## src/rtl/rup_frame_serializer_pkg.sv

```systemverilog
// Shared types for the rup frame serializer: snapshot payload, beat index, FSM state
// and the beat mux that turns a snapshot into its 16-bit frame beats.
package rup_frame_pkg;

  localparam int unsigned BEATS_PER_FRAME = 8;
  localparam int unsigned BEAT_W          = 16;
  localparam int unsigned HTRJ_W          = 32;
  localparam int unsigned ZTC_W           = 16;
  localparam int unsigned YU_W            = 6;

  typedef logic [2:0] beat_idx_t;

  localparam beat_idx_t FIRST_BEAT = 3'(0);
  localparam beat_idx_t LAST_BEAT  = 3'(BEATS_PER_FRAME - 1);

  typedef struct packed {
    logic [HTRJ_W-1:0] htrj1;
    logic [HTRJ_W-1:0] htrj2;
    logic [HTRJ_W-1:0] htrj3;
    logic [ZTC_W-1:0]  ztc;
    logic [YU_W-1:0]   yu;
  } snapshot_t;

  typedef enum logic [0:0] {
    IDLE = 1'b0,
    SEND = 1'b1
  } state_t;

  // Beat 7 parity covers every payload bit, i.e. beats 0..6 plus yu.
  function automatic logic [BEAT_W-1:0] beat_word(input snapshot_t s, input beat_idx_t idx);
    logic [BEAT_W-1:0] w;
    w = '0;
    case (idx)
      3'd0:    w = s.htrj1[31:16];
      3'd1:    w = s.htrj1[15:0];
      3'd2:    w = s.htrj2[31:16];
      3'd3:    w = s.htrj2[15:0];
      3'd4:    w = s.htrj3[31:16];
      3'd5:    w = s.htrj3[15:0];
      3'd6:    w = s.ztc;
      default: w = {^s, 9'b0, s.yu};
    endcase
    return w;
  endfunction

endpackage

```

## src/rtl/rup_frame_serializer_if.sv

```systemverilog
// Handshake bundle between rup, the frame serializer and the downstream stream consumer.
interface rup_frame_serializer_if #(
  parameter int unsigned CNT_W = 8
);
  import rup_frame_pkg::*;

  logic                      in_valid;
  logic                      in_ready;
  int                        htrj [1:3];
  shortint                   ztc  [4:4];
  logic [1:3][4:3][2:2]      yu;

  logic                      out_valid;
  logic                      out_ready;
  logic [BEAT_W-1:0]         out_data;
  logic                      out_sof;
  logic                      out_eof;
  logic [CNT_W-1:0]          frame_cnt;

  modport master (
    input  in_valid, htrj, ztc, yu, out_ready,
    output in_ready, out_valid, out_data, out_sof, out_eof, frame_cnt
  );

  modport slave (
    output in_valid, htrj, ztc, yu, out_ready,
    input  in_ready, out_valid, out_data, out_sof, out_eof, frame_cnt
  );

endinterface

```

## src/rtl/rup_frame_serializer_fifo.sv

```systemverilog
// Snapshot FIFO with registered full/empty/multi flags and a look-ahead of the entry
// behind the head, so the serializer can start the next frame without a bubble.
module rup_frame_fifo
  import rup_frame_pkg::*;
#(
  parameter int unsigned DEPTH = 2
) (
  input  logic      clk,
  input  logic      rst_n,
  input  logic      push_i,
  input  snapshot_t wdata_i,
  input  logic      pop_i,
  output snapshot_t head_o,
  output snapshot_t next_o,
  output logic      full_o,
  output logic      empty_o,
  output logic      multi_o
);

  localparam int unsigned PTR_W = $clog2(DEPTH);
  localparam int unsigned OCC_W = PTR_W + 1;

  snapshot_t        mem_q [DEPTH];
  logic [PTR_W-1:0] wr_ptr_q, rd_ptr_q;
  logic [OCC_W-1:0] count_q, count_d;
  logic             full_q, empty_q, multi_q;
  logic             do_push, do_pop;

  assign do_push = push_i && !full_q;
  assign do_pop  = pop_i && !empty_q;

  always_comb begin
    count_d = count_q;
    if (do_push && !do_pop) begin
      count_d = count_q + OCC_W'(1);
    end else if (!do_push && do_pop) begin
      count_d = count_q - OCC_W'(1);
    end
  end

  // Payload storage needs no reset; only the pointers define validity.
  always_ff @(posedge clk) begin
    if (do_push) begin
      mem_q[wr_ptr_q] <= wdata_i;
    end
  end

  always_ff @(posedge clk or negedge rst_n) begin
    if (!rst_n) begin
      wr_ptr_q <= '0;
      rd_ptr_q <= '0;
      count_q  <= '0;
      full_q   <= 1'b0;
      empty_q  <= 1'b1;
      multi_q  <= 1'b0;
    end else begin
      if (do_push) wr_ptr_q <= wr_ptr_q + PTR_W'(1);
      if (do_pop)  rd_ptr_q <= rd_ptr_q + PTR_W'(1);
      count_q <= count_d;
      full_q  <= (count_d == OCC_W'(DEPTH));
      empty_q <= (count_d == '0);
      multi_q <= (count_d > OCC_W'(1));
    end
  end

  assign head_o  = mem_q[rd_ptr_q];
  assign next_o  = mem_q[rd_ptr_q + PTR_W'(1)];
  assign full_o  = full_q;
  assign empty_o = empty_q;
  assign multi_o = multi_q;

endmodule

```

## src/rtl/rup_frame_serializer.sv

```systemverilog
// Serializes buffered rup snapshots into 8-beat 16-bit frames with SOF/EOF markers,
// a parity beat and a wrapping count of completed frames.
module rup_frame_serializer
  import rup_frame_pkg::*;
#(
  parameter int unsigned DEPTH = 2,
  parameter int unsigned CNT_W = 8
) (
  input  logic                   clk,
  input  logic                   rst_n,
  rup_frame_serializer_if.master bus
);

  snapshot_t         in_snap, head_snap, next_snap;
  logic              fifo_full, fifo_empty, fifo_multi;
  logic              pop_c;

  state_t            state_q, state_d;
  beat_idx_t         beat_idx_q, beat_idx_d, beat_nxt;
  logic              out_valid_q, out_valid_d;
  logic [BEAT_W-1:0] out_data_q, out_data_d;
  logic              out_sof_q, out_sof_d;
  logic              out_eof_q, out_eof_d;
  logic [CNT_W-1:0]  frame_cnt_q, frame_cnt_d;

  // yu packs with yu[1][4] as the MSB and yu[3][3] as the LSB.
  always_comb begin
    in_snap       = '0;
    in_snap.htrj1 = HTRJ_W'($unsigned(bus.htrj[1]));
    in_snap.htrj2 = HTRJ_W'($unsigned(bus.htrj[2]));
    in_snap.htrj3 = HTRJ_W'($unsigned(bus.htrj[3]));
    in_snap.ztc   = ZTC_W'($unsigned(bus.ztc[4]));
    in_snap.yu    = YU_W'(bus.yu);
  end

  rup_frame_fifo #(
    .DEPTH (DEPTH)
  ) u_fifo (
    .clk     (clk),
    .rst_n   (rst_n),
    .push_i  (bus.in_valid),
    .wdata_i (in_snap),
    .pop_i   (pop_c),
    .head_o  (head_snap),
    .next_o  (next_snap),
    .full_o  (fifo_full),
    .empty_o (fifo_empty),
    .multi_o (fifo_multi)
  );

  assign beat_nxt = beat_idx_q + 3'(1);

  always_comb begin
    state_d     = state_q;
    beat_idx_d  = beat_idx_q;
    out_valid_d = out_valid_q;
    out_data_d  = out_data_q;
    out_sof_d   = out_sof_q;
    out_eof_d   = out_eof_q;
    frame_cnt_d = frame_cnt_q;
    pop_c       = 1'b0;

    case (state_q)
      IDLE: begin
        if (!fifo_empty) begin
          state_d     = SEND;
          beat_idx_d  = FIRST_BEAT;
          out_valid_d = 1'b1;
          out_data_d  = beat_word(head_snap, FIRST_BEAT);
          out_sof_d   = 1'b1;
          out_eof_d   = 1'b0;
        end
      end
      SEND: begin
        if (out_valid_q && bus.out_ready) begin
          if (beat_idx_q != LAST_BEAT) begin
            beat_idx_d = beat_nxt;
            out_data_d = beat_word(head_snap, beat_nxt);
            out_sof_d  = 1'b0;
            out_eof_d  = (beat_nxt == LAST_BEAT);
          end else begin
            pop_c       = 1'b1;
            frame_cnt_d = frame_cnt_q + CNT_W'(1);
            beat_idx_d  = FIRST_BEAT;
            out_eof_d   = 1'b0;
            // Chain straight into the entry behind the head when it is already stored.
            if (fifo_multi) begin
              out_data_d = beat_word(next_snap, FIRST_BEAT);
              out_sof_d  = 1'b1;
            end else begin
              state_d     = IDLE;
              out_valid_d = 1'b0;
              out_data_d  = '0;
              out_sof_d   = 1'b0;
            end
          end
        end
      end
      default: begin
        state_d = IDLE;
      end
    endcase
  end

  always_ff @(posedge clk or negedge rst_n) begin
    if (!rst_n) begin
      state_q     <= IDLE;
      beat_idx_q  <= FIRST_BEAT;
      out_valid_q <= 1'b0;
      out_data_q  <= '0;
      out_sof_q   <= 1'b0;
      out_eof_q   <= 1'b0;
      frame_cnt_q <= '0;
    end else begin
      state_q     <= state_d;
      beat_idx_q  <= beat_idx_d;
      out_valid_q <= out_valid_d;
      out_data_q  <= out_data_d;
      out_sof_q   <= out_sof_d;
      out_eof_q   <= out_eof_d;
      frame_cnt_q <= frame_cnt_d;
    end
  end

  assign bus.in_ready  = !fifo_full;
  assign bus.out_valid = out_valid_q;
  assign bus.out_data  = out_data_q;
  assign bus.out_sof   = out_sof_q;
  assign bus.out_eof   = out_eof_q;
  assign bus.frame_cnt = frame_cnt_q;

endmodule

```

## src/flat_wrapper.sv

```systemverilog
// flat-port wrapper written by rule: the top's interface ports become plain ports
module rup_frame_serializer_flat import rup_frame_pkg::*;
#(
  parameter int unsigned DEPTH = 2,
  parameter int unsigned CNT_W = 8
)
  (clk, rst_n, bus_in_valid, bus_htrj, bus_ztc, bus_yu, bus_out_ready, bus_in_ready, bus_out_valid, bus_out_data, bus_out_sof, bus_out_eof, bus_frame_cnt);
  rup_frame_serializer_if #(.CNT_W(CNT_W)) bus_i ();
  input  logic clk;
  input  logic rst_n;
  input wire logic [$bits(bus_i.in_valid)-1:0] bus_in_valid;
  input wire logic [$bits(bus_i.htrj)-1:0] bus_htrj;
  input wire logic [$bits(bus_i.ztc)-1:0] bus_ztc;
  input wire logic [$bits(bus_i.yu)-1:0] bus_yu;
  input wire logic [$bits(bus_i.out_ready)-1:0] bus_out_ready;
  output wire logic [$bits(bus_i.in_ready)-1:0] bus_in_ready;
  output wire logic [$bits(bus_i.out_valid)-1:0] bus_out_valid;
  output wire logic [$bits(bus_i.out_data)-1:0] bus_out_data;
  output wire logic [$bits(bus_i.out_sof)-1:0] bus_out_sof;
  output wire logic [$bits(bus_i.out_eof)-1:0] bus_out_eof;
  output wire logic [$bits(bus_i.frame_cnt)-1:0] bus_frame_cnt;
  assign bus_i.in_valid = bus_in_valid;
  assign bus_i.htrj = {>>{bus_htrj}};
  assign bus_i.ztc = {>>{bus_ztc}};
  assign bus_i.yu = bus_yu;
  assign bus_i.out_ready = bus_out_ready;
  assign bus_in_ready = bus_i.in_ready;
  assign bus_out_valid = bus_i.out_valid;
  assign bus_out_data = bus_i.out_data;
  assign bus_out_sof = bus_i.out_sof;
  assign bus_out_eof = bus_i.out_eof;
  assign bus_frame_cnt = bus_i.frame_cnt;
  rup_frame_serializer #(.DEPTH(DEPTH), .CNT_W(CNT_W)) u_core (.clk(clk), .rst_n(rst_n), .bus(bus_i));
endmodule
```

## config.mk

```make
export PLATFORM = sky130hd
export DESIGN_NAME = rup_frame_serializer_flat
export DESIGN_NICKNAME = d
export VERILOG_FILES = /design/src/rtl/rup_frame_serializer_pkg.sv /design/src/rtl/rup_frame_serializer_if.sv /design/src/rtl/rup_frame_serializer_fifo.sv /design/src/rtl/rup_frame_serializer.sv /design/src/flat_wrapper.sv
export SDC_FILE = /design/constraint.sdc
export NUM_CORES = 1
export LEC_CHECK = 0
export ABC_CLOCK_PERIOD_IN_PS = 6650
export CAP_MARGIN = 40
export CORE_MARGIN = 4
export CORE_UTILIZATION = 51
export CTS_BUF_LIST = sky130_fd_sc_hd__clkbuf_16
export DETAILED_ROUTE_END_ITERATION = 8
export PLACE_DENSITY = 0.76
export SLEW_MARGIN = 5
export SYNTH_ARGS = -nofsm -noshare
export SYNTH_HDL_FRONTEND = slang
export SYNTH_SLANG_ARGS = --single-unit
export TNS_END_PERCENT = 10
```

## constraint.sdc

```tcl
create_clock -name clk -period 6.65 [get_ports clk]
set_clock_uncertainty 0.15 [all_clocks]
set_input_delay 1.6625 -clock clk [delete_from_list [all_inputs] [get_ports clk]]
set_output_delay 1.6625 -clock clk [all_outputs]
set_load 0.02 [all_outputs]
```

==> metrics.log, run 1 <==
[metrics] Inst Count DP: ~1.3k
[metrics] Min-Delay Path Class: register to register
[metrics] highest net fanout along the worst path: 49
[metrics] Comb pwr share: 0.485
[metrics] final weighted congestion of routability-driven global placement: between 0.8 and 0.9
[metrics] largest cells by area after synthesis: sky130_fd_sc_hd__edfxtp_1 54%, sky130_fd_sc_hd__mux2i_1 8.6%, sky130_fd_sc_hd__xor2_1 7.6%, sky130_fd_sc_hd__dfrtp_1 7.0%, sky130_fd_sc_hd__mux4_2 4.8%
[metrics] standby leakage power: 5.68 nW
[metrics] number of global-route vias before repair: between 7k and 8k
[metrics] initial DRC count: 718
[metrics] number of sinks driven by the clock tree: roughly 270
[metrics] final worst path period share: 0.577
[metrics] register area share after synthesis: 0.608
[metrics] pin count of the biggest net entering global routing: 72
[metrics] max-capacitance violation count: 0
[metrics] RSZ-0062 raised after global routing: no
[metrics] mean routed wirelength per cell: 22.8 um
[metrics] Min-Delay Startpoint: u_core.u_fifo.count_q[1]
[metrics] buffers inserted during post-CTS setup optimization: 0
[metrics] final instance area: between 15,000 and 20,000 sq um
[metrics] number of antenna violations at the first check in global routing: 0
[metrics] share of the core filled with cells in the final layout: 0.631
[metrics] later-pin clock latency in the skew report: about 0.55 ns
[metrics] data required time at the worst endpoint: roughly 7.0 ns
[metrics] fraction of layout cells with a size suffix above 1: 0.109
[metrics] internal portion of total power: roughly 5.3 mW
[metrics] number of antenna diodes: 0
[metrics] Critical Path Max Stage Delay: just over 0.6 ns
[metrics] outcome: finished, final reports clean
[metrics] proportion of netlist area held by the largest area contributor: 0.536
[metrics] sequential power share: 0.323
[metrics] Hold Violations, Final: 0
[metrics] Area after DPL: between 15,000 and 20,000 sq um
[metrics] VDD IR max: ~0.00057 V
[metrics] pwr dens: approximately 520 nW/um^2
[metrics] post-route antenna net violation count: 0
[metrics] residual DRC count: 0
[metrics] area of the mapped netlist: approximately 13,000 sq um
[metrics] Pins Over Slew Limit: 0
[metrics] post-route non-filler standard cell count: about 1.4k
[metrics] wire length of the first global-routing pass: between 40 and 50 mm
[metrics] final setup vio count: 0
[metrics] residual overflow from global routing: 0
[metrics] total number of yosys warnings: 0
[metrics] Worst Max-Slew Pin Slew: approximately 0.98 ns
[metrics] cells on worst reg2reg path: 9
[metrics] initial core utilization: 0.522
[metrics] Cells after Synth: 877
[metrics] Boundary Pins: 150
[metrics] H-Tree Level Count: 1
[metrics] Avg Vias per Cell: approximately 5.7
[metrics] number of buffers between clock root and the deepest sink: 3
[metrics] die area: roughly 29,000 sq um
[metrics] row count: between 50 and 60
[metrics] number of register bits inferred by synthesis: between 200 and 300
[metrics] cell type with the highest occurrence count on the critical path: sky130_fd_sc_hd__nand2_1
[metrics] height of the die: approximately 170 um
[metrics] Fill cells: about 1.9k
[metrics] CP endpoint kind: register
[metrics] Root Buffer: sky130_fd_sc_hd__clkbuf_16
[metrics] TritonRoute pass-1 iters: 6
[metrics] Startpoint Class: register
[metrics] Setup Total Neg Slack: 0 ns
[metrics] overall die width: approximately 170 um
[metrics] timing-limited maximum frequency: about 0.26 GHz
[metrics] Clk pin slew, worst setup/hold paths: around 0.06 ns
[metrics] Hold EP: u_core.u_fifo.multi_o
[metrics] slew margin rel.: 0.345
[metrics] mean instance size in the synthesized netlist: approximately 15 sq um
[metrics] Total Routing Usage GR: 0.215
[metrics] asr flop ratio synth: 0.139
[metrics] number of input and output port buffers inserted: about 150
[metrics] Post-Syn Nets: approximately 1.0k
[metrics] switching component of the power: ~3.0 mW
[metrics] Placeable Area: 25,300 sq um
[metrics] TritonCTS Buffers: 29
[metrics] Crit-path slowest cell: sky130_fd_sc_hd__nand2_1
[metrics] via total after detailed routing: just under 8k
[metrics] half-perimeter wire length after placement: roughly 22 mm
[metrics] minimum clock period: about 3.8 ns
[metrics] cts repair resizes: 0
[metrics] clock network fraction of design power: 0.192
[metrics] TritonCTS clock tree: yes
[metrics] endpoint of the most critical register-to-register path: u_core.bus.out_data[6]
[metrics] arrival time worst endpoint: 4.16 ns
[metrics] EDFF count, synth: approximately 240
[metrics] layout net count: 1,152
[metrics] area growth from synthesis to layout: 20.9%
[metrics] origin of the critical flop-to-flop path: u_core.beat_idx_q[0]
[metrics] flop2flop setup slack: between 2 and 3 ns
[metrics] Critical Path, Cell by Cell: ha_1 -> xnor2_2 -> buf_4 -> nand2_1 -> nand2_1 -> nand2_1 -> o221ai_1 -> o21ai_0 -> o21ai_0
[metrics] post-synthesis cell type with the largest combined area: sky130_fd_sc_hd__edfxtp_1
[metrics] switching fraction of total power: 0.360
[metrics] Hold Path Stages: 1
[metrics] unique cell type count in the Yosys netlist: 43
[metrics] wire length reported by the detailed router: 31.4 mm
[metrics] type of the worst setup path: register to register
[metrics] Pwr Total: 8.24 mW
[metrics] hold bufs inserted after CTS: 0
[metrics] Synth Flop Type: sky130_fd_sc_hd__edfxtp_1
==> logic make-up after synthesis <==
group	Yosys count	share of synthesized area
AO/OA/AOI/OAI	123	0.0601
AND/OR/NAND/NOR	74	0.0238
multiplexers	164	0.153
buffers and inverters	49	0.0216
flip-flops	274	0.608
adder cells (fa/ha/maj)	6	0.00568
XOR/XNOR	187	0.128
==> state kept, by name, indices dropped and copies added (netlist names) <==
| name | cells |
|---|---|
| u_core.u_fifo.multi_o | 1 |
| u_core.u_fifo.count_q | 2 |
| u_core.bus.frame_cnt | 8 |
| u_core.u_fifo.full_o | 1 |
| u_core.bus.out_valid | 1 |
| u_core.u_fifo.mem_q | 236 |
| u_core.state_q | 1 |
| u_core.u_fifo.wr_ptr_q | 1 |
| u_core.bus.out_sof | 1 |
| u_core.beat_idx_q | 3 |
| u_core.u_fifo.rd_ptr_q | 1 |
| u_core.bus.out_data | 16 |
| u_core.bus.out_eof | 1 |
| u_core.u_fifo.empty_o | 1 |
==> routing by layer <==
layer  GRT usage  share of wire  vias to the layer above
li1            -              -                     3609
met1       0.289           0.41                     3880
met2       0.354           0.48                      352
met3      0.0458          0.083                       61
met4      0.0706          0.031                        0
met5           0              0                        -
==> critical path: cells and delay by family, from the launching register on <==
family,cells,cell delay [ns]
fa+ha+maj,1,0.30
compound gates,3,0.61
flops,1,0.44
simple gates,3,1.55
buf+inv,1,0.56
xor+xnor,1,0.14
==> layout by cell type, fill, tap and decap left out, types with 2 or more instances in the layout <==
cell type	count
sky130_fd_sc_hd__mux4_2	28
sky130_fd_sc_hd__a21oi_1	19
sky130_fd_sc_hd__buf_4	5
sky130_fd_sc_hd__a221o_1	2
sky130_fd_sc_hd__ha_1	6
sky130_fd_sc_hd__o221ai_1	12
sky130_fd_sc_hd__clkinv_2	8
sky130_fd_sc_hd__o21ai_0	43
sky130_fd_sc_hd__a22oi_1	6
sky130_fd_sc_hd__a221oi_1	4
sky130_fd_sc_hd__nor2_1	21
sky130_fd_sc_hd__buf_12	4
sky130_fd_sc_hd__nand3_1	9
sky130_fd_sc_hd__nand4_1	2
sky130_fd_sc_hd__bufinv_16	3
sky130_fd_sc_hd__a2111oi_0	2
sky130_fd_sc_hd__inv_1	9
sky130_fd_sc_hd__a31oi_1	5
sky130_fd_sc_hd__xor2_1	114
sky130_fd_sc_hd__mux2i_1	114
sky130_fd_sc_hd__o22ai_1	11
sky130_fd_sc_hd__xnor3_1	3
sky130_fd_sc_hd__edfxtp_1	236
sky130_fd_sc_hd__clkinv_1	6
sky130_fd_sc_hd__xnor2_2	2
sky130_fd_sc_hd__nand2_1	33
sky130_fd_sc_hd__nor2b_1	3
sky130_fd_sc_hd__clkbuf_16	30
sky130_fd_sc_hd__o211ai_1	2
sky130_fd_sc_hd__nor3_1	2
sky130_fd_sc_hd__dfrtp_1	36
sky130_fd_sc_hd__xnor2_1	68
sky130_fd_sc_hd__mux2_2	22
sky130_fd_sc_hd__a22o_1	12
sky130_fd_sc_hd__clkdlybuf4s50_1	148
==> worst max-delay path by stage <==
| stage | startpoint | end | slack [ns] |
|---|---|---|---|
| after floorplan | bus_in_valid | u_core.u_fifo.mem_q[0][0] | 0.94 |
| after global placement | bus_in_valid | u_core.u_fifo.mem_q[1][29] | 2.34 |
| after detailed placement | bus_in_valid | u_core.u_fifo.mem_q[1][29] | 2.28 |
| after CTS | bus_in_valid | u_core.u_fifo.mem_q[1][113] | 2.83 |
| after global routing | u_core.beat_idx_q[0] | u_core.bus.out_data[1] | 2.62 |
| final | u_core.beat_idx_q[0] | u_core.bus.out_data[6] | 2.81 |
==> cell usage after synthesis, drive strengths merged, types with 2 or more instances <==
cell / count
a221oi: 4
nand2: 33
o221ai: 12
clkbuf: 20
mux2i: 114
a2111oi: 2
dfrtp: 37
mux4: 28
nor2b: 4
nand4: 2
o21ai: 43
xnor3: 3
a31oi: 5
a22o: 12
nor2: 21
a21oi: 19
xor2: 114
nand3: 9
inv: 5
o211ai: 2
nor3: 2
mux2: 22
edfxtp: 236
a221o: 2
buf: 24
o22ai: 11
ha: 6
a22oi: 6
xnor2: 70
==> cell type report <==
class	count	area, sq um	share of cell area
clock inverters	24	190	0.0119
clock buffers	30	751	0.0470
well taps	330	413	0.0259
multi-input cells	554	4910	0.307
inverters	5	18.8	0.00118
flip-flops and latches	274	8040	0.504
repair buffers	160	1650	0.103
==> per-stage QoR <==
step,hold slack [ns],setup slack [ns]
final,0.350,2.81
after floorplan,0.317,0.941
after global routing,0.363,2.62
after detailed placement,0.330,2.28
after CTS,0.351,2.83
after global placement,0.312,2.34
==> power by group through the flow <==
stage	Combinational, mW	Clock, mW	Sequential (mW)
final	4.00	1.58	2.66
after global routing	4.24	1.68	2.70
after CTS	3.99	1.61	2.66
after detailed placement	3.97	0	2.70
after global placement	3.91	0	2.68
after floorplan	2.99	0	2.64
Note: power is estimated with default switching activity, not from simulation.
==> inputs of run 2 (changes only) <==
--- a/config.mk
+++ b/config.mk
@@ -5,7 +5,7 @@
 export SDC_FILE = /design/constraint.sdc
 export NUM_CORES = 1
 export LEC_CHECK = 0
-export ABC_CLOCK_PERIOD_IN_PS = 6650
+export ABC_CLOCK_PERIOD_IN_PS = 3400
 export CAP_MARGIN = 40
 export CORE_MARGIN = 4
 export CORE_UTILIZATION = 51
==> constraint.sdc (replaced) <==
create_clock -name clk -period 3.4 [get_ports clk]
set_clock_uncertainty 0.15 [all_clocks]
set_input_delay 0.85 -clock clk [delete_from_list [all_inputs] [get_ports clk]]
set_output_delay 0.85 -clock clk [all_outputs]
set_load 0.02 [all_outputs]
==> run 2 against run 1 <==
  * Design area increased by 1.6%
  * Final cell count is 1.6% higher
  * Critical path depth fell by 1
  * Critical path type unchanged
  * Critical endpoint is now u_core.bus.out_data[15]
  * Largest cell class unchanged
  * Largest power group unchanged
==> metrics.log, run 2 (same netlist as run 1, synthesis figures left out) <==
[metrics] wire length of the first global-routing pass: 47.7 mm (+2.4%)
[metrics] height of the die: 169 um (unchanged)
[metrics] half-perimeter wire length after placement: 23.6 mm (+5.0%)
[metrics] arrival time worst endpoint: 3.31 ns (-0.85 ns)
[metrics] internal portion of total power: 10.5 mW (+100%)
[metrics] multi-input logic area: 4910 sq um (unchanged)
[metrics] initial core utilization: 0.522 (unchanged)
[metrics] residual DRC count: 0 (unchanged)
[metrics] outcome: finished, final reports clean
[metrics] number of buffers and inverters on the critical path: 1 (unchanged)
[metrics] share of the core filled with cells in the final layout: 0.641 (+0.0101)
[metrics] number of global-route vias before repair: 8,170 (+2.4%)
[metrics] gate family responsible for the most delay along the worst path: XOR/XNOR gates
[metrics] post-route antenna net violation count: 0 (unchanged)
[metrics] area growth from synthesis to layout: 22.8%
[metrics] die area: 28,500 sq um (unchanged)
[metrics] cell type with the highest occurrence count on the critical path: sky130_fd_sc_hd__xnor2_1
[metrics] timing-limited maximum frequency: 0.335 GHz (+28%)
[metrics] highest net fanout along the worst path: 24 (-51%)
[metrics] number of flip-flops in the largest register: 236 (unchanged)
[metrics] type of the worst setup path: register to register
[metrics] via total after detailed routing: 8,108 (+2.6%)
[metrics] post-route non-filler standard cell count: 1,399 (+1.6%)
[metrics] switching component of the power: 5.92 mW (+99%)
[metrics] post-placement setup slack: 0.457 ns (-1.82 ns)
[metrics] origin of the critical flop-to-flop path: u_core.u_fifo.rd_ptr_q
[metrics] H-Tree Level Count: 1 (unchanged)
[metrics] TritonRoute pass-1 iters: 5 (-1)
[metrics] largest reg by FF count: u_core.u_fifo.mem_q
[metrics] Worst Max-Slew Pin Slew: 0.557 ns (-0.426 ns)
[metrics] buffers inserted during post-CTS setup optimization: 0 (unchanged)
[metrics] Worst setup startpoint: u_core.u_fifo.rd_ptr_q
[metrics] data required time at the worst endpoint: 3.72 ns (-3.25 ns)
[metrics] Setup Total Neg Slack: 0 ns (unchanged)
[metrics] hold bufs inserted after CTS: 0 (unchanged)
[metrics] mean routed wirelength per cell: 22.9 um (+0.29%)
[metrics] number of sinks driven by the clock tree: 274 (unchanged)
[metrics] Pins Over Slew Limit: 0 (unchanged)
[metrics] later-pin clock latency in the skew report: 0.55 ns (about the same)
[metrics] standby leakage power: 5.82 nW (+2.5%)
[metrics] pwr dens: 1010 nW/um^2 (+96%)
[metrics] pin count of the biggest net entering global routing: 46 (-36%)
[metrics] number of buffers between clock root and the deepest sink: 3 (unchanged)
[metrics] Startpoint Class: register
[metrics] final setup vio count: 0 (unchanged)
[metrics] max-capacitance violation count: 0 (unchanged)
[metrics] cts repair resizes: 0 (unchanged)
[metrics] Critical Path Max Stage Delay: 0.73 ns (+0.11 ns)
[metrics] fraction of layout cells with a size suffix above 1: 0.129 (+0.0202)
[metrics] worst hold-check slack: 0.0247 ns (-0.325 ns)
[metrics] residual overflow from global routing: 0 (unchanged)
[metrics] Critical Path, Cell by Cell: buf_12 -> mux2i_1 -> xnor2_1 -> xnor2_1 -> xnor2_1 -> xnor3_1 -> xnor3_1 -> a21oi_1
[metrics] sequential power share: 0.314 (-0.009)
[metrics] post-layout worst setup margin: 0.412 ns (-2.40 ns)
[metrics] Min-Delay Path Class: input pin to asynchronous set/reset pin
[metrics] clock network fraction of design power: 0.188 (-0.004)
[metrics] Crit-path slowest cell: sky130_fd_sc_hd__dfrtp_4
[metrics] TritonCTS Buffers: 29 (unchanged)
[metrics] Root Buffer: sky130_fd_sc_hd__clkbuf_16
[metrics] Hold Violations, Final: 0 (unchanged)
[metrics] Fill cells: 1,837 (-1.8%)
[metrics] initial DRC count: 857 (+19%)
[metrics] minimum clock period: 2.99 ns (-0.847 ns)
[metrics] Clk pin slew, worst setup/hold paths: 0.07 ns (about the same)
[metrics] final weighted congestion of routability-driven global placement: 0.878 (+0.27%)
[metrics] VDD IR max: 0.000940 V (+65%)
[metrics] wire length reported by the detailed router: 32.0 mm (+1.9%)
[metrics] Inst Count DP: 1,348 (+1.9%)
[metrics] Boundary Pins: 150 (unchanged)
[metrics] Total Routing Usage GR: 0.219 (+0.00392)
[metrics] commonest cells after routing, fill and taps aside: 236 x sky130_fd_sc_hd__edfxtp_1, 148 x sky130_fd_sc_hd__clkdlybuf4s50_1, 114 x sky130_fd_sc_hd__xor2_1, 114 x sky130_fd_sc_hd__mux2i_1, 68 x sky130_fd_sc_hd__xnor2_1
[metrics] number of antenna diodes: 0 (unchanged)
[metrics] RSZ-0062 raised after global routing: no
[metrics] row count: 58 (unchanged)
[metrics] most common cell after layout, fill and taps aside: sky130_fd_sc_hd__edfxtp_1
[metrics] Avg Vias per Cell: 5.80 (+0.99%)
[metrics] slew margin rel.: 0.628 (+0.283)
[metrics] final worst path period share: 0.879 (+0.302)
[metrics] overall die width: 169 um (unchanged)
[metrics] number of input and output port buffers inserted: 149 (unchanged)
[metrics] Placeable Area: 25,300 sq um (unchanged)
[metrics] CP endpoint kind: register
[metrics] number of antenna violations at the first check in global routing: 0 (unchanged)
[metrics] Register Area: 8040 sq um (unchanged)
[metrics] Comb pwr share: 0.498 (+0.013)
[metrics] TritonCTS clock tree: yes
[metrics] layout net count: 1,177 (+2.2%)
[metrics] switching fraction of total power: 0.360 (about the same)
run 2: cell type report:
class / instances / area share
clock buffers: 29 / 0.0447
multi-input cells: 554 / 0.302
repair buffers: 185 / 0.118
flip-flops and latches: 274 / 0.496
clock inverters: 22 / 0.0130
well taps: 330 / 0.0254
inverters: 5 / 0.00116
run 2: final timing paths:
check,slack (ns),endpoint,cells past startpoint
setup / recovery,0.41,u_core.bus.out_data[15],8
hold / removal,0.02,u_core.bus.frame_cnt[3],1
setup reg to reg,0.41,u_core.bus.out_data[15],8
hold reg to reg,0.33,u_core.bus.frame_cnt[7],1
max in group asynchronous,2.57,u_core.u_fifo.empty_o,2
min in group clk,0.33,u_core.bus.frame_cnt[7],1
run 2: through the flow:
| stage | cell area [sq um] | power [mW] |
|---|---|---|
| final | 16200 | 16.4 |
| after global routing | 16200 | 17.1 |
| after CTS | 16200 | 16.5 |
| after detailed placement | 15300 | 13.4 |
| after global placement | 15300 | 13.2 |
| after floorplan | 13200 | 11.0 |
run 2: worst register-to-register path, cell delays in order, from the launching register on:
cell	delay (ns)
sky130_fd_sc_hd__dfrtp_4	0.73
sky130_fd_sc_hd__buf_12	0.28
sky130_fd_sc_hd__mux2i_1	0.42
sky130_fd_sc_hd__xnor2_1	0.17
sky130_fd_sc_hd__xnor2_1	0.23
sky130_fd_sc_hd__xnor2_1	0.14
sky130_fd_sc_hd__xnor3_1	0.46
sky130_fd_sc_hd__xnor3_1	0.19
sky130_fd_sc_hd__a21oi_1	0.13
run 2: routing by layer:
layer	GRT usage	vias to the layer above	wire (um)
met3	0.0392	65	2820
met4	0.0635	0	882
met1	0.302	4008	13000
met2	0.361	373	15300
met5	0	-	0
li1	-	3662	-
run 2: power by group through the flow:
| stage | Clock (mW) | Sequential (mW) | Combinational, mW |
|---|---|---|---|
| 2_1_floorplan | 0 | 5.13 | 5.86 |
| 3_3_place_gp | 0 | 5.18 | 8.02 |
| 3_5_place_dp | 0 | 5.22 | 8.13 |
| 4_1_cts | 3.16 | 5.16 | 8.17 |
| 5_1_grt | 3.31 | 5.23 | 8.59 |
| 6_report | 3.10 | 5.16 | 8.19 |
==> inputs of run 3 (changes only) <==
--- a/config.mk
+++ b/config.mk
@@ -5,13 +5,13 @@
 export SDC_FILE = /design/constraint.sdc
 export NUM_CORES = 1
 export LEC_CHECK = 0
-export ABC_CLOCK_PERIOD_IN_PS = 3400
+export ABC_CLOCK_PERIOD_IN_PS = 3600
 export CAP_MARGIN = 40
 export CORE_MARGIN = 4
-export CORE_UTILIZATION = 51
-export CTS_BUF_LIST = sky130_fd_sc_hd__clkbuf_16
+export CORE_UTILIZATION = 60
 export DETAILED_ROUTE_END_ITERATION = 8
-export PLACE_DENSITY = 0.76
+export GPL_TIMING_DRIVEN = 0
+export PLACE_DENSITY = 0.84
 export SLEW_MARGIN = 5
 export SYNTH_ARGS = -nofsm -noshare
 export SYNTH_HDL_FRONTEND = slang
==> constraint.sdc (replaced) <==
create_clock -name clk -period 3.6 [get_ports clk]
set_clock_uncertainty 0.15 [all_clocks]
set_input_delay 0.9 -clock clk [delete_from_list [all_inputs] [get_ports clk]]
set_output_delay 0.9 -clock clk [all_outputs]
set_load 0.02 [all_outputs]
==> run 3 against run 2 <==
  * Register-to-register slack worse by 0.29 ns
  * Critical endpoint is now u_core.bus.out_data[3]
  * Highest routed layer unchanged
  * Clock-buffer cell count up 8
  * Die area down 14%
  * Sequential power down 6.8%
  * Power down 2.0%
  * Final cell count down 2.2%
  * Via count up 6.3%
  * Critical path type unchanged
  * Non-clock buffer count up 16
  * First-iteration DRC count up 23%
  * Sequential share of layout area down 0.065 points
==> metrics.log, run 3 (same netlist as run 1, synthesis figures left out) <==
[metrics] TritonCTS clock tree: yes
[metrics] timing-limited maximum frequency: 0.287 GHz (-14%)
[metrics] TritonRoute pass-1 iters: 5 (unchanged)
[metrics] residual overflow from global routing: 0 (unchanged)
[metrics] data required time at the worst endpoint: 3.89 ns (+0.17 ns)
[metrics] post-route antenna net violation count: 0 (unchanged)
[metrics] largest reg by FF count: u_core.u_fifo.mem_q
[metrics] Min-Delay Path Class: input pin to asynchronous set/reset pin
[metrics] H-Tree Level Count: 1 (unchanged)
[metrics] wire length of the first global-routing pass: 54.3 mm (+14%)
[metrics] wire length on met2: 18.0 mm (+17%)
[metrics] gate family responsible for the most delay along the worst path: buffers and inverters
[metrics] initial core utilization: 0.607 (+0.0856)
[metrics] number of antenna violations at the first check in global routing: 1 (+1)
[metrics] area growth from synthesis to layout: 22.9% (about the same)
[metrics] pwr dens: 992 nW/um^2 (-2.1%)
[metrics] Fill cells: 1,375 (-25%)
[metrics] mean routed wirelength per cell: 27.3 um (+19%)
[metrics] VDD IR max: 0.000848 V (-9.7%)
[metrics] top metal layer carrying routed signals: met4
[metrics] height of the die: 156 um (-7.4%)
[metrics] later-pin clock latency in the skew report: 0.55 ns (about the same)
[metrics] initial DRC count: 1,054 (+23%)
[metrics] Inst Count DP: 1,314 (-2.5%)
[metrics] fraction of layout cells with a size suffix above 1: 0.131 (+0.00142)
[metrics] final worst path period share: 0.966 (+0.0875)
[metrics] Avg Vias per Cell: 6.30 (+8.7%)
[metrics] number of sinks driven by the clock tree: 274 (unchanged)
[metrics] post-route non-filler standard cell count: 1,368 (-2.2%)
[metrics] Startpoint Class: register
[metrics] slew margin rel.: 0.425 (-0.203)
[metrics] Worst Max-Slew Pin Slew: 0.863 ns (+0.306 ns)
[metrics] CP endpoint kind: register
[metrics] met3 layer wire length in the routed design: 3.76 mm (+33%)
[metrics] number of input and output port buffers inserted: 149 (unchanged)
[metrics] Crit-path slowest cell: sky130_fd_sc_hd__buf_1
[metrics] Hold Violations, Final: 0 (unchanged)
[metrics] layout net count: 1,193 (+1.4%)
[metrics] row count: 54 (-6.9%)
[metrics] number of antenna diodes: 0 (unchanged)
[metrics] Placeable Area: 21,800 sq um (-14%)
[metrics] Total Routing Usage GR: 0.302 (+0.0829)
[metrics] Clk pin slew, worst setup/hold paths: 0.07 ns (about the same)
[metrics] Critical Path Max Stage Delay: 0.67 ns (-0.06 ns)
[metrics] die area: 24,500 sq um (-14%)
[metrics] type of the worst setup path: register to register
[metrics] buffers inserted during post-CTS setup optimization: 0 (unchanged)
[metrics] wire length reported by the detailed router: 37.3 mm (+17%)
[metrics] final weighted congestion of routability-driven global placement: 0.985 (+12%)
[metrics] residual DRC count: 0 (unchanged)
[metrics] standby leakage power: 5.83 nW (+0.24%)
[metrics] overall die width: 156 um (-7.4%)
[metrics] Pwr Total: 16.1 mW (-2.0%)
[metrics] via total after detailed routing: 8,617 (+6.3%)
[metrics] Pins Over Slew Limit: 0 (unchanged)
[metrics] number of flip-flops in the largest register: 236 (unchanged)
[metrics] Root Buffer: sky130_fd_sc_hd__clkbuf_16
[metrics] Critical Path, Cell by Cell: ha_1 -> xnor2_2 -> clkbuf_4 -> buf_1 -> mux4_2 -> a21oi_1 -> o221ai_1 -> a22o_1
[metrics] max-capacitance violation count: 0 (unchanged)
[metrics] most common cell after layout, fill and taps aside: sky130_fd_sc_hd__edfxtp_1
[metrics] highest net fanout along the worst path: 10 (-58%)
[metrics] RSZ-0062 raised after global routing: no
[metrics] minimum clock period: 3.48 ns (+0.491 ns)
[metrics] final setup vio count: 0 (unchanged)
[metrics] pin count of the biggest net entering global routing: 65 (+41%)
[metrics] number of buffers between clock root and the deepest sink: 3 (unchanged)
[metrics] commonest cells after routing, fill and taps aside: 236 x sky130_fd_sc_hd__edfxtp_1, 148 x sky130_fd_sc_hd__clkdlybuf4s50_1, 114 x sky130_fd_sc_hd__xor2_1
[metrics] met1 layer wirelength in the final routing: 14.5 mm (+12%)
[metrics] outcome: finished, final reports clean
[metrics] number of buffers and inverters on the critical path: 2 (+1)
[metrics] hold bufs inserted after CTS: 0 (unchanged)
[metrics] arrival time worst endpoint: 3.77 ns (+0.46 ns)
[metrics] Boundary Pins: 150 (unchanged)
[metrics] half-perimeter wire length after placement: 26.9 mm (+14%)
[metrics] number of global-route vias before repair: 8,805 (+7.8%)
[metrics] TritonCTS Buffers: 29 (unchanged)
[run 3: changes by cell type in the layout (fill, tap and decap cells not counted), moves of 3 or more]
cell and change:
sky130_fd_sc_hd__clkbuf_1 +21, sky130_fd_sc_hd__clkinv_1 -3, sky130_fd_sc_hd__buf_4 -11, sky130_fd_sc_hd__buf_8 +3, sky130_fd_sc_hd__inv_1 -3, sky130_fd_sc_hd__buf_6 +5, sky130_fd_sc_hd__buf_12 -8, sky130_fd_sc_hd__clkbuf_8 +6
[run 3: final timing paths]
path | startpoint | end | slack, ns | depth (start not counted)
setup / recovery | u_core.beat_idx_q[0] | u_core.bus.out_data[3] | 0.12 | 8
hold / removal | rst_n | u_core.bus.out_eof | 0.10 | 1
setup reg to reg | u_core.beat_idx_q[0] | u_core.bus.out_data[3] | 0.12 | 8
hold reg to reg | u_core.bus.frame_cnt[7] | u_core.bus.frame_cnt[7] | 0.32 | 1
max in group asynchronous | rst_n | u_core.u_fifo.empty_o | 2.65 | 2
min in group clk | u_core.bus.frame_cnt[7] | u_core.bus.frame_cnt[7] | 0.32 | 1
[run 3: per-layer routing]
metal	vias to the layer above	global-route usage
met5	-	0
met4	0	0.0806
met3	82	0.0506
met2	527	0.506
met1	4311	0.417
li1	3697	-
[run 3: cell type report]
class                   count  area (sq um)  share of cell area
clock buffers              37           816              0.0502
flip-flops and latches    274          8040               0.495
repair buffers            157          1640               0.101
multi-input cells         554          4920               0.303
inverters                   5          18.8             0.00116
well taps                 280           350              0.0216
clock inverters            17           174              0.0107
plain buffers              44           278              0.0171
[run 3: power breakdown]
group          switching, mW  total [mW]  internal [mW]
clock                   1.23        3.05           1.82
sequential             0.500        4.81           4.31
combinational           4.37        8.26           3.89
[run 3: per-stage QoR]
step                      setup WS (ns)  utilization  cell area [sq um]  TNS (ns)  hold WS (ns)
after global routing             0.0859        0.746              16200         0         0.109
after floorplan                  0.0369            -              13200         0         0.317
after detailed placement         -0.287        0.700              15200    -0.287         0.312
final                             0.121        0.746              16200         0         0.102
after global placement            -1.42        0.692              15100   -274.30         0.312
after CTS                        0.0445        0.745              16200         0         0.106
[run 3: timing repair]
| item | in CTS | in global routing |
|---|---|---|
| endpoints found under the hold margin | 0 | 0 |
| pin swaps | 0 | 0 |
| gates resized for setup | 4 | 5 |
| setup endpoints to repair | 1 | 10 |
